===== config.mk =====
export PLATFORM = sky130hd
export DESIGN_NAME = fetch_ctrl
export DESIGN_NICKNAME = d
export VERILOG_FILES = /design/src/rtl/fetch_ctrl.sv
export SDC_FILE = /design/constraint.sdc
export NUM_CORES = 1
export LEC_CHECK = 0
export ABC_AREA = 1
export CORE_UTILIZATION = 49
export CTS_CLUSTER_DIAMETER = 100
export DETAILED_ROUTE_END_ITERATION = 8
export HOLD_SLACK_MARGIN = 0.15
export PLACE_DENSITY = 0.9
export REMOVE_ABC_BUFFERS = 1
export SETUP_SLACK_MARGIN = 0.5
export SLEW_MARGIN = 20
export SYNTH_ARGS = -nofsm -noshare
export SYNTH_HDL_FRONTEND = slang
export SYNTH_SLANG_ARGS = --single-unit

===== constraint.sdc =====
create_clock -name clk -period 6.92 [get_ports clk]
set_input_delay 1.038 -clock clk [delete_from_list [all_inputs] [get_ports clk]]
set_output_delay 1.038 -clock clk [all_outputs]
set_load 0.1 [all_outputs]

===== src/rtl/fetch_ctrl.sv =====
// F-stage sequencer: drives the PC register load, the instruction-memory
// request/ack handshake, the stall hold buffer and the illegal-fetch trap.
module fetch_ctrl #(
  parameter logic [31:0] RESET_PC   = 32'h0000_3000,
  parameter int unsigned IMEM_WORDS = 4096
) (
  input  logic        clk,
  input  logic        reset,
  input  logic [31:0] pc_cur,
  output logic        pc_we,
  output logic [31:0] pc_next,
  input  logic        stall_in,
  input  logic        redir_valid,
  input  logic [31:0] redir_target,
  output logic        imem_req,
  output logic [31:0] imem_addr,
  input  logic        imem_ack,
  input  logic [31:0] imem_rdata,
  output logic        instr_valid,
  output logic [31:0] instr,
  output logic        fetch_err
);

  localparam int unsigned ADDR_W = 32;
  localparam int unsigned EXT_W  = ADDR_W + 1;

  // Range bounds widened by one bit so the upper limit cannot wrap.
  localparam logic [EXT_W-1:0] PC_LO = EXT_W'(RESET_PC);
  localparam logic [EXT_W-1:0] PC_HI = EXT_W'(RESET_PC) + (EXT_W'(IMEM_WORDS) << 2);

  typedef enum logic [1:0] {
    BOOT  = 2'd0,
    FETCH = 2'd1,
    HOLD  = 2'd2,
    ERR   = 2'd3
  } state_e;

  state_e             state_q, state_d;
  logic [ADDR_W-1:0]  pend_q, pend_d;
  logic               pend_vld_q, pend_vld_d;
  logic [ADDR_W-1:0]  buf_q, buf_d;
  logic               err_q, err_d;

  logic [ADDR_W-1:0]  cand_pc;
  logic               cand_bad;
  logic               advance;

  // Candidate next PC by priority: live redirect, pending redirect, sequential.
  always_comb begin
    if (redir_valid) begin
      cand_pc = redir_target;
    end else if (pend_vld_q) begin
      cand_pc = pend_q;
    end else begin
      cand_pc = pc_cur + ADDR_W'(4);
    end
    cand_bad = (cand_pc[1:0] != 2'b00)
            || (EXT_W'(cand_pc) < PC_LO)
            || (EXT_W'(cand_pc) >= PC_HI);
  end

  always_ff @(posedge clk or negedge reset) begin
    if (!reset) begin
      state_q    <= BOOT;
      pend_q     <= '0;
      pend_vld_q <= 1'b0;
      buf_q      <= '0;
      err_q      <= 1'b0;
    end else begin
      state_q    <= state_d;
      pend_q     <= pend_d;
      pend_vld_q <= pend_vld_d;
      buf_q      <= buf_d;
      err_q      <= err_d;
    end
  end

  always_comb begin
    state_d     = state_q;
    pend_d      = pend_q;
    pend_vld_d  = pend_vld_q;
    buf_d       = buf_q;
    err_d       = err_q;
    advance     = 1'b0;
    pc_we       = 1'b0;
    pc_next     = pc_cur;
    imem_req    = 1'b0;
    instr_valid = 1'b0;
    instr       = '0;

    unique case (state_q)
      BOOT: begin
        state_d = FETCH;
      end
      FETCH: begin
        imem_req = 1'b1;
        if (imem_ack) begin
          instr = imem_rdata;
          if (stall_in) begin
            buf_d   = imem_rdata;
            state_d = HOLD;
          end else begin
            instr_valid = 1'b1;
            advance     = 1'b1;
          end
        end
      end
      HOLD: begin
        instr = buf_q;
        if (!stall_in) begin
          instr_valid = 1'b1;
          advance     = 1'b1;
        end
      end
      ERR: begin
        state_d = ERR;
      end
      default: begin
        state_d = BOOT;
      end
    endcase

    // An illegal target suppresses the PC write but not the delivered instruction.
    if (advance) begin
      pend_vld_d = 1'b0;
      if (cand_bad) begin
        err_d   = 1'b1;
        state_d = ERR;
      end else begin
        pc_we   = 1'b1;
        pc_next = cand_pc;
        state_d = FETCH;
      end
    end else if (redir_valid) begin
      pend_vld_d = 1'b1;
      pend_d     = redir_target;
    end
  end

  assign imem_addr = pc_cur;
  assign fetch_err = err_q;

endmodule


==> qor.tcl, run 1 <==
set qor(grt_remaining_overflow) 0
set qor(cp_dominant_cell_by_count) {sky130_fd_sc_hd__nand2_1}
set qor(worst-path-max-fanout) 32
set qor(critical_path.slowest_cell) {sky130_fd_sc_hd__nor2_2}
set qor(holdCritPathClass) {reg -> reg}
set qor(number_of_antenna_violations_at_the_first_check_in_global_routing) 0
set qor(aggregate_routed_wire_length_um) 15500
set qor(ctsRootBufferMaster) {sky130_fd_sc_hd__clkbuf_8}
set qor(globalplace.congestion) 0.952
set qor(powerDensity_nw_per_um2) 338
set qor(path_cells) {clkdlybuf4s50_1 > nor2_2 > inv_1 > nor3_1 > nor3_1 > nor2_1 > nand2_1 > nor2_1 > nand2_1 > nor2_4 > nand3_4 > nand2_1 > nand2_1 > inv_1 > buf_4}
set qor(synth_area_um2) 5460
set qor(grt_pass1_wl_um) 25000
set qor(finalSetupViolCount) 0
set qor(cts_num_sinks) 68
set qor(grt_start_max_net_pins) 69
set qor(synthesis.instances) 802
set qor(run_status) {finished clean}
set qor(final_antenna_net_count) 0
set qor(route.detailed.vias_per_inst) 5.19
set qor(cp-end-kind) {output pin}
set qor(number_of_buffers_added_for_setup_after_cts) 0
set qor(area_growth_from_synthesis_to_layout_pct) 35.8
set qor(remaining_drc_errors) 0
set qor(clk-insertion-delay-late_ps) 340
set qor(finalCoreUtilization_pct) 68.4
set qor(final_period_utilization_pct) 84.8
set qor(p_leak_nw) 3.49
set qor(post_cts_resize_count) 0
set qor(timing.critical_path.required_ps) 5880
set qor(die_h_um) 108
set qor(ys_seq_area_share_pct) 31.2
set qor(fp.dieArea_um2) 11600
set qor(number_of_antenna_cells_inserted) 0
set qor(cts.htree.levels) 3
set qor(clk_pin_slew_worst_paths_ps) 70
set qor(synth-edff-count) 0
set qor(yosys.cell_types.count) 35
set qor(start_util_pct) 50.3
set qor(die_w_um) 108
set qor(total_via_count_in_the_routed_design) 5696
set qor(core_area_um2) 10800
set qor(max_cap_viol_count) 0
set qor(std_cell_rows) 38
set qor(timing.final.max_slew_violations) 0
set qor(nNetsFinal) 1058
set qor(cts_made_buffers) 9
set qor(worst_setup_path_start_kind) {input pin}
set qor(ys_seq_elements) 68
set qor(max_slew_margin_pct) 31.4
set qor(synthesis.yosys.warnings) 0
set qor(asr_flop_ratio_synth_pct) 100
set qor(clock_tree_from_tritoncts) {built}
set qor(worst_clock_skew_ps) 8.71
set qor(max_stage_delay_ps) 820
set qor(worst-endpoint-arrival_ps) 4830
set qor(floorplan.io_pins) 201
set qor(report.final.hold_viol_count) 0
set qor(groute.usage.overall_pct) 27.2
set qor(timing.setup.critical_path_class) {in -> out}
set qor(detail_route.iter0.violations) 389
set qor(critPathTopFamily) {simple AND/OR/NAND/NOR gates}
set qor(grt_setup_unrepaired) {no}
set qor(clock.fmax_ghz) 0.170
set qor(port_buffers) 200
set qor(via_count_of_the_first_global_routing_pass) 5320
set qor(fin_setup_tns_ps) 0
set qor(wl_per_cell_um) 14.1
set qor(ir_worst_vdd_uv) 445
set qor(postSynthAreaPerCell_um2) 6.81
set qor(detailedRoute.firstPassIterationCount) 5
set qor(detailedPlacementHpwl_um) 11900
set qor(nFillCells) 891
set qor(cts_hold_bufs) 0
set qor(synth_flop_cell) {sky130_fd_sc_hd__dfrtp_1}
set qor(layout_min_cycle_time_ps) 5870
set qor(max-clock-path-buffers) 2
set qor(cp_bufs_invs) 4
set qor(layout-drive-gt1-share_pct) 14.6
set qor(worst-slew-pin-transition_ps) 1030
==> cell usage in the layout, fill, tap and decap left out, types with 2 or more instances in the layout <==
cell type / synthesis / routed
sky130_fd_sc_hd__a21oi_1: 39 / 39
sky130_fd_sc_hd__buf_4: 34 / 37
sky130_fd_sc_hd__bufinv_16: 0 / 2
sky130_fd_sc_hd__clkbuf_8: 0 / 9
sky130_fd_sc_hd__clkdlybuf4s50_1: 0 / 166
sky130_fd_sc_hd__clkinv_4: 0 / 2
sky130_fd_sc_hd__dfrtp_1: 68 / 68
sky130_fd_sc_hd__ha_1: 5 / 4
sky130_fd_sc_hd__inv_1: 113 / 113
sky130_fd_sc_hd__inv_2: 14 / 14
sky130_fd_sc_hd__mux2_2: 43 / 43
sky130_fd_sc_hd__nand2_1: 246 / 246
sky130_fd_sc_hd__nand2_2: 6 / 6
sky130_fd_sc_hd__nand3_1: 35 / 35
sky130_fd_sc_hd__nand3_2: 5 / 5
sky130_fd_sc_hd__nand3b_1: 2 / 2
sky130_fd_sc_hd__nand4_1: 29 / 29
sky130_fd_sc_hd__nor2_1: 37 / 37
sky130_fd_sc_hd__nor2_2: 6 / 6
sky130_fd_sc_hd__nor2_4: 7 / 7
sky130_fd_sc_hd__nor3_1: 10 / 10
sky130_fd_sc_hd__o21ai_0: 45 / 45
sky130_fd_sc_hd__o21bai_1: 4 / 4
sky130_fd_sc_hd__o221ai_1: 10 / 10
sky130_fd_sc_hd__o22ai_1: 3 / 3
sky130_fd_sc_hd__xor2_1: 2 / 2
==> sequential cells by signal (all words and copies together), names as in the netlist <==
name,flops
fetch_err,1
buf_q,32
state_q,2
pend_q,32
pend_vld_q,1
==> path summary, 6_finish.rpt <==
kind | startpoint | endpoint | slack [ps] | cells past startpoint
worst max-delay path | redir_valid | pc_next[14] | 1050 | 15
worst min-delay path | fetch_err$_DFFE_PN0P_ | fetch_err$_DFFE_PN0P_ | 480 | 2
worst max register to register | state_q[1]$_DFFE_PN0P_ | pend_q[23]$_DFFE_PN0P_ | 3850 | 10
worst min register to register | fetch_err$_DFFE_PN0P_ | fetch_err$_DFFE_PN0P_ | 480 | 2
max in group asynchronous | reset | pend_q[12]$_DFFE_PN0P_ | 5450 | 2
min in group asynchronous | reset | buf_q[24]$_DFFE_PN0P_ | 890 | 2
==> worst reg2reg max path, delay by kind of cell (launching register included) <==
kind / cells / cell delay, ps
and+or+nand+nor: 4 / 980
buffers and inverters: 4 / 910
DFF: 1 / 410
muxes: 1 / 390
adders and majority gates: 1 / 250
==> cells by family after synthesis <==
kind of cell	count (synthesis)	synth area share [%]
AO/OA/AOI/OAI	103	10.5
XOR/XNOR	2	0.321
adder cells (fa/ha/maj)	5	1.15
buffers and inverters	193	16.0
flip-flops	68	31.2
multiplexers	43	8.87
AND/OR/NAND/NOR	388	32.0
==> routing by layer <==
metal	part of all wire [%]	routed length [µm]	track usage, %
met1	43	6640	35.1
met2	48	7500	46.1
met3	6.2	966	4.54
met4	2.4	368	8.90
met5	0	0	0
==> through the flow <==
stage | setup WS [ps] | cells | power (W) | instance area [µm²] | hold WS, ps
6_report | 1050 | 1097 | 0.00250 | 7410 | 484
5_1_grt | 692 | 1097 | 0.00263 | 7410 | 500
4_1_cts | 1070 | 1097 | 0.00251 | 7410 | 482
3_5_place_dp | 1080 | 1081 | 0.00214 | 7190 | 462
3_3_place_gp | 1260 | 1081 | 0.00211 | 7190 | 447
2_1_floorplan | 1430 | 737 | 0.00169 | 5070 | 453
==> cell usage after synthesis (7+ instances only) <==
cell type | number | area, µm²
sky130_fd_sc_hd__clkbuf_1 | 20 | 75.1
sky130_fd_sc_hd__inv_2 | 14 | 52.6
sky130_fd_sc_hd__mux2_2 | 43 | 484
sky130_fd_sc_hd__dfrtp_1 | 68 | 1700
sky130_fd_sc_hd__nand2_1 | 246 | 923
sky130_fd_sc_hd__o221ai_1 | 10 | 87.6
sky130_fd_sc_hd__a21oi_1 | 39 | 195
sky130_fd_sc_hd__nor2_4 | 7 | 78.8
sky130_fd_sc_hd__nand4_1 | 29 | 181
sky130_fd_sc_hd__inv_1 | 113 | 424
sky130_fd_sc_hd__nor3_1 | 10 | 50.1
sky130_fd_sc_hd__buf_4 | 34 | 255
sky130_fd_sc_hd__o21ai_0 | 45 | 225
sky130_fd_sc_hd__nand3_1 | 35 | 175
sky130_fd_sc_hd__nor2_1 | 37 | 139
==> report_power, final <==
group	switching [W]	internal (W)	total, W	leakage, nW
Clock	0.000160	0.000205	0.000365	0.110
Sequential	0.0000831	0.000550	0.000633	0.806
Combinational	0.00108	0.000427	0.00150	2.58
==> layout make-up <==
type / instances / area (µm²) / area share [%]
multi-input cells: 541 / 2890 / 38.9
repair buffers: 204 / 1940 / 26.2
flip-flops and latches: 68 / 1700 / 23.0
inverters: 128 / 480 / 6.48
well taps: 140 / 175 / 2.36
clock buffers: 9 / 124 / 1.67
clock inverters: 7 / 98.8 / 1.33
Note: power is estimated with default switching activity, not from simulation.
==> inputs of run 2 (changes only) <==
- CORE_UTILIZATION: 49 -> 46
- PLACE_DENSITY: 0.9 -> 0.85
- clock period: 6.92 -> 6.01 ns (I/O delays scaled with it)
==> qor.tcl, run 2 (synthesis results as in run 1) <==
set qor(run_status) {finished clean} ;# unchanged
set qor(timing.critical_path.required_ps) 5110 ;# was 5880 ps
set qor(cts.htree.levels) 3 ;# unchanged
set qor(cp-end-kind) {output pin} ;# unchanged
set qor(r2r_cells) 7 ;# was 10
set qor(clk-insertion-delay-late_ps) 330 ;# was 340 ps
set qor(nFillCells) 922 ;# was 891
set qor(start_util_pct) 47.6 ;# was 50.3%
set qor(core_area_um2) 11500 ;# was 10800 µm²
set qor(post_cts_resize_count) 0 ;# unchanged
set qor(worst_clock_skew_ps) 7.07 ;# was 8.71 ps
set qor(worst_hold_path_stage_count) 2 ;# unchanged
set qor(number_of_antenna_cells_inserted) 0 ;# unchanged
set qor(max_slew_margin_pct) 27.1 ;# was 31.4%
set qor(number_of_antenna_violations_at_the_first_check_in_global_routing) 0 ;# unchanged
set qor(timing.final.max_slew_violations) 0 ;# unchanged
set qor(grt_setup_unrepaired) {no} ;# unchanged
set qor(crit-reg2reg-launch) {state_q[0]$_DFFE_PN0P_} ;# was state_q[1]$_DFFE_PN0P_
set qor(use_met3_pct) 5.41 ;# was 4.54%
set qor(layout_min_cycle_time_ps) 5090
set qor(number_of_buffers_added_for_setup_after_cts) 0 ;# unchanged
set qor(worst_hold_path.endpoint) {fetch_err$_DFFE_PN0P_} ;# unchanged
set qor(globalplace.congestion) 0.922 ;# was 0.952
set qor(groute.usage.overall_pct) 27.2 ;# about the same
set qor(worst_setup_path_start_kind) {input pin} ;# unchanged
set qor(die_h_um) 111 ;# was 108 µm
set qor(final_cell_mix) {246 x sky130_fd_sc_hd__nand2_1, 166 x sky130_fd_sc_hd__clkdlybuf4s50_1, 113 x sky130_fd_sc_hd__inv_1} ;# unchanged
set qor(max-clock-path-buffers) 2 ;# unchanged
set qor(cts_made_buffers) 9 ;# unchanged
set qor(detail_route.iter0.violations) 461 ;# was 389
set qor(via_count_of_the_first_global_routing_pass) 5478 ;# was 5320
set qor(grt_start_max_net_pins) 69 ;# unchanged
set qor(reg.largest.list) {buf_q: 32 flops, pend_q: 32 flops, state_q: 2 flops} ;# unchanged
set qor(multiInputGateArea_um2) 2880 ;# was 2890 µm²
set qor(aggregate_routed_wire_length_um) 16400 ;# was 15500 µm
set qor(cts_num_sinks) 68 ;# unchanged
set qor(nNetsFinal) 1060 ;# was 1058
set qor(ir_worst_vdd_uv) 360 ;# was 445 µV
set qor(fin_setup_tns_ps) 0 ;# unchanged
set qor(ctsRootBufferMaster) {sky130_fd_sc_hd__clkbuf_16} ;# was sky130_fd_sc_hd__clkbuf_8
set qor(wl_per_cell_um) 14.9 ;# was 14.1 µm
set qor(grt_pass1_wl_um) 27200 ;# was 25000 µm
set qor(worst_reg2reg_setup_slack_ps) 2810 ;# was 3850 ps
set qor(std_cell_rows) 39 ;# was 38
set qor(timing.setup.critical_path_class) {in -> out} ;# unchanged
set qor(die_w_um) 111 ;# was 108 µm
set qor(cts_hold_bufs) 0 ;# unchanged
set qor(detailedPlacementHpwl_um) 12500 ;# was 11900 µm
set qor(clk_pin_slew_worst_paths_ps) 60 ;# was 70 ps
set qor(remaining_drc_errors) 0 ;# unchanged
set qor(crit_start) {redir_valid} ;# unchanged
set qor(grt_remaining_overflow) 0 ;# unchanged
set qor(r2r-end) {pend_q[20]$_DFFE_PN0P_} ;# was pend_q[23]$_DFFE_PN0P_
set qor(finalSetupViolCount) 0 ;# unchanged
set qor(clock.fmax_ghz) 0.196
set qor(holdCritPathClass) {reg -> reg} ;# unchanged
set qor(floorplan.io_pins) 201 ;# unchanged
set qor(grt_util_met1_pct) 35.4 ;# was 35.1%
set qor(grt_busiest_layer) {met2} ;# unchanged
set qor(fp.dieArea_um2) 12300 ;# was 11600 µm²
set qor(worst-path-max-fanout) 32 ;# unchanged
set qor(final_antenna_net_count) 0 ;# unchanged
set qor(worst-slew-pin-transition_ps) 1090 ;# was 1030 ps
set qor(final_common_cell) {sky130_fd_sc_hd__nand2_1} ;# unchanged
set qor(max_cap_viol_count) 0 ;# unchanged
set qor(report.final.hold_viol_count) 0 ;# unchanged
set qor(p_leak_nw) 3.70 ;# was 3.49 nW
set qor(port_buffers) 200 ;# unchanged
set qor(globalRouteMet2Util_pct) 44.5 ;# was 46.1%
set qor(clock_tree_from_tritoncts) {built} ;# unchanged
set qor(final_period_utilization_pct) 84.7
set qor(area_growth_from_synthesis_to_layout_pct) 45.1 ;# was 35.8%
set qor(total_via_count_in_the_routed_design) 5828 ;# was 5696
set qor(sequential_cell_area_um2) 1700 ;# unchanged
set qor(powerDensity_nw_per_um2) 387 ;# was 338 nW/µm²
set qor(min-delay-start) {fetch_err$_DFFE_PN0P_} ;# unchanged
set qor(place_ws_ps) 1020 ;# was 1080 ps
set qor(setup_slack_ps) 917 ;# was 1050 ps
set qor(worst-endpoint-arrival_ps) 4190 ;# was 4830 ps
set qor(route.detailed.vias_per_inst) 5.29 ;# was 5.19
set qor(layout-drive-gt1-share_pct) 14.5 ;# was 14.6%
set qor(detailedRoute.firstPassIterationCount) 5 ;# unchanged
set qor(post-layout-total-power_w) 0.00307 ;# was 0.00250 W
-- run 2: stage by stage --
stage / hold slack (ps) / util (%) / area [µm²] / cells
floorplan: 453 / - / 5070 / 737
global placement: 449 / 66.3 / 7600 / 1086
detailed placement: 457 / 66.3 / 7600 / 1086
CTS: 472 / 69.1 / 7920 / 1101
global route: 489 / 69.1 / 7920 / 1101
finish: 470 / 69.1 / 7920 / 1101
-- run 2: worst max-delay path by stage --
stage | to | slack [ps] | cells after the start
after CTS | pc_next[14] | 1000 | 15
after floorplan | pc_we | 790 | 9
after global placement | pc_next[12] | 1080 | 17
final | pc_next[14] | 920 | 15
after detailed placement | pc_next[14] | 1020 | 17
after global routing | pc_next[12] | 560 | 15
-- run 2: area by class of cell --
| type | count | share of cell area (%) |
|---|---|---|
| clock buffers | 11 | 3.06 |
| clock inverters | 4 | 0.932 |
| inverters | 128 | 6.07 |
| multi-input cells | 541 | 36.4 |
| flip-flops and latches | 68 | 21.5 |
| well taps | 143 | 2.26 |
| repair buffers | 206 | 29.8 |
-- run 2: layer usage --
layer / vias up / part of all wire, %
met5: - / 0
met4: 0 / 2.9
met3: 33 / 7.1
met2: 251 / 48
met1: 2709 / 42
li1: 2835 / -
-- run 2: worst max-delay path, stage by stage --
cell                              delay [ps]
sky130_fd_sc_hd__clkdlybuf4s50_1         620
sky130_fd_sc_hd__nor2_4                  480
sky130_fd_sc_hd__inv_2                   230
sky130_fd_sc_hd__nor3_1                  210
sky130_fd_sc_hd__nor3_1                   70
sky130_fd_sc_hd__nor2_1                  150
sky130_fd_sc_hd__nand2_1                  90
sky130_fd_sc_hd__nor2_1                  110
sky130_fd_sc_hd__nand2_1                 100
sky130_fd_sc_hd__nor2_4                  350
sky130_fd_sc_hd__nand3_4                 360
sky130_fd_sc_hd__nand2_1                 170
sky130_fd_sc_hd__nand2_1                  60
sky130_fd_sc_hd__inv_1                    90
sky130_fd_sc_hd__buf_12                  180
-- run 2: power breakdown --
group,leakage (nW),switching [W],internal [W]
registers,0.806,0.0000921,0.000635
clock network,0.156,0.000192,0.000372
logic,2.74,0.00126,0.000521
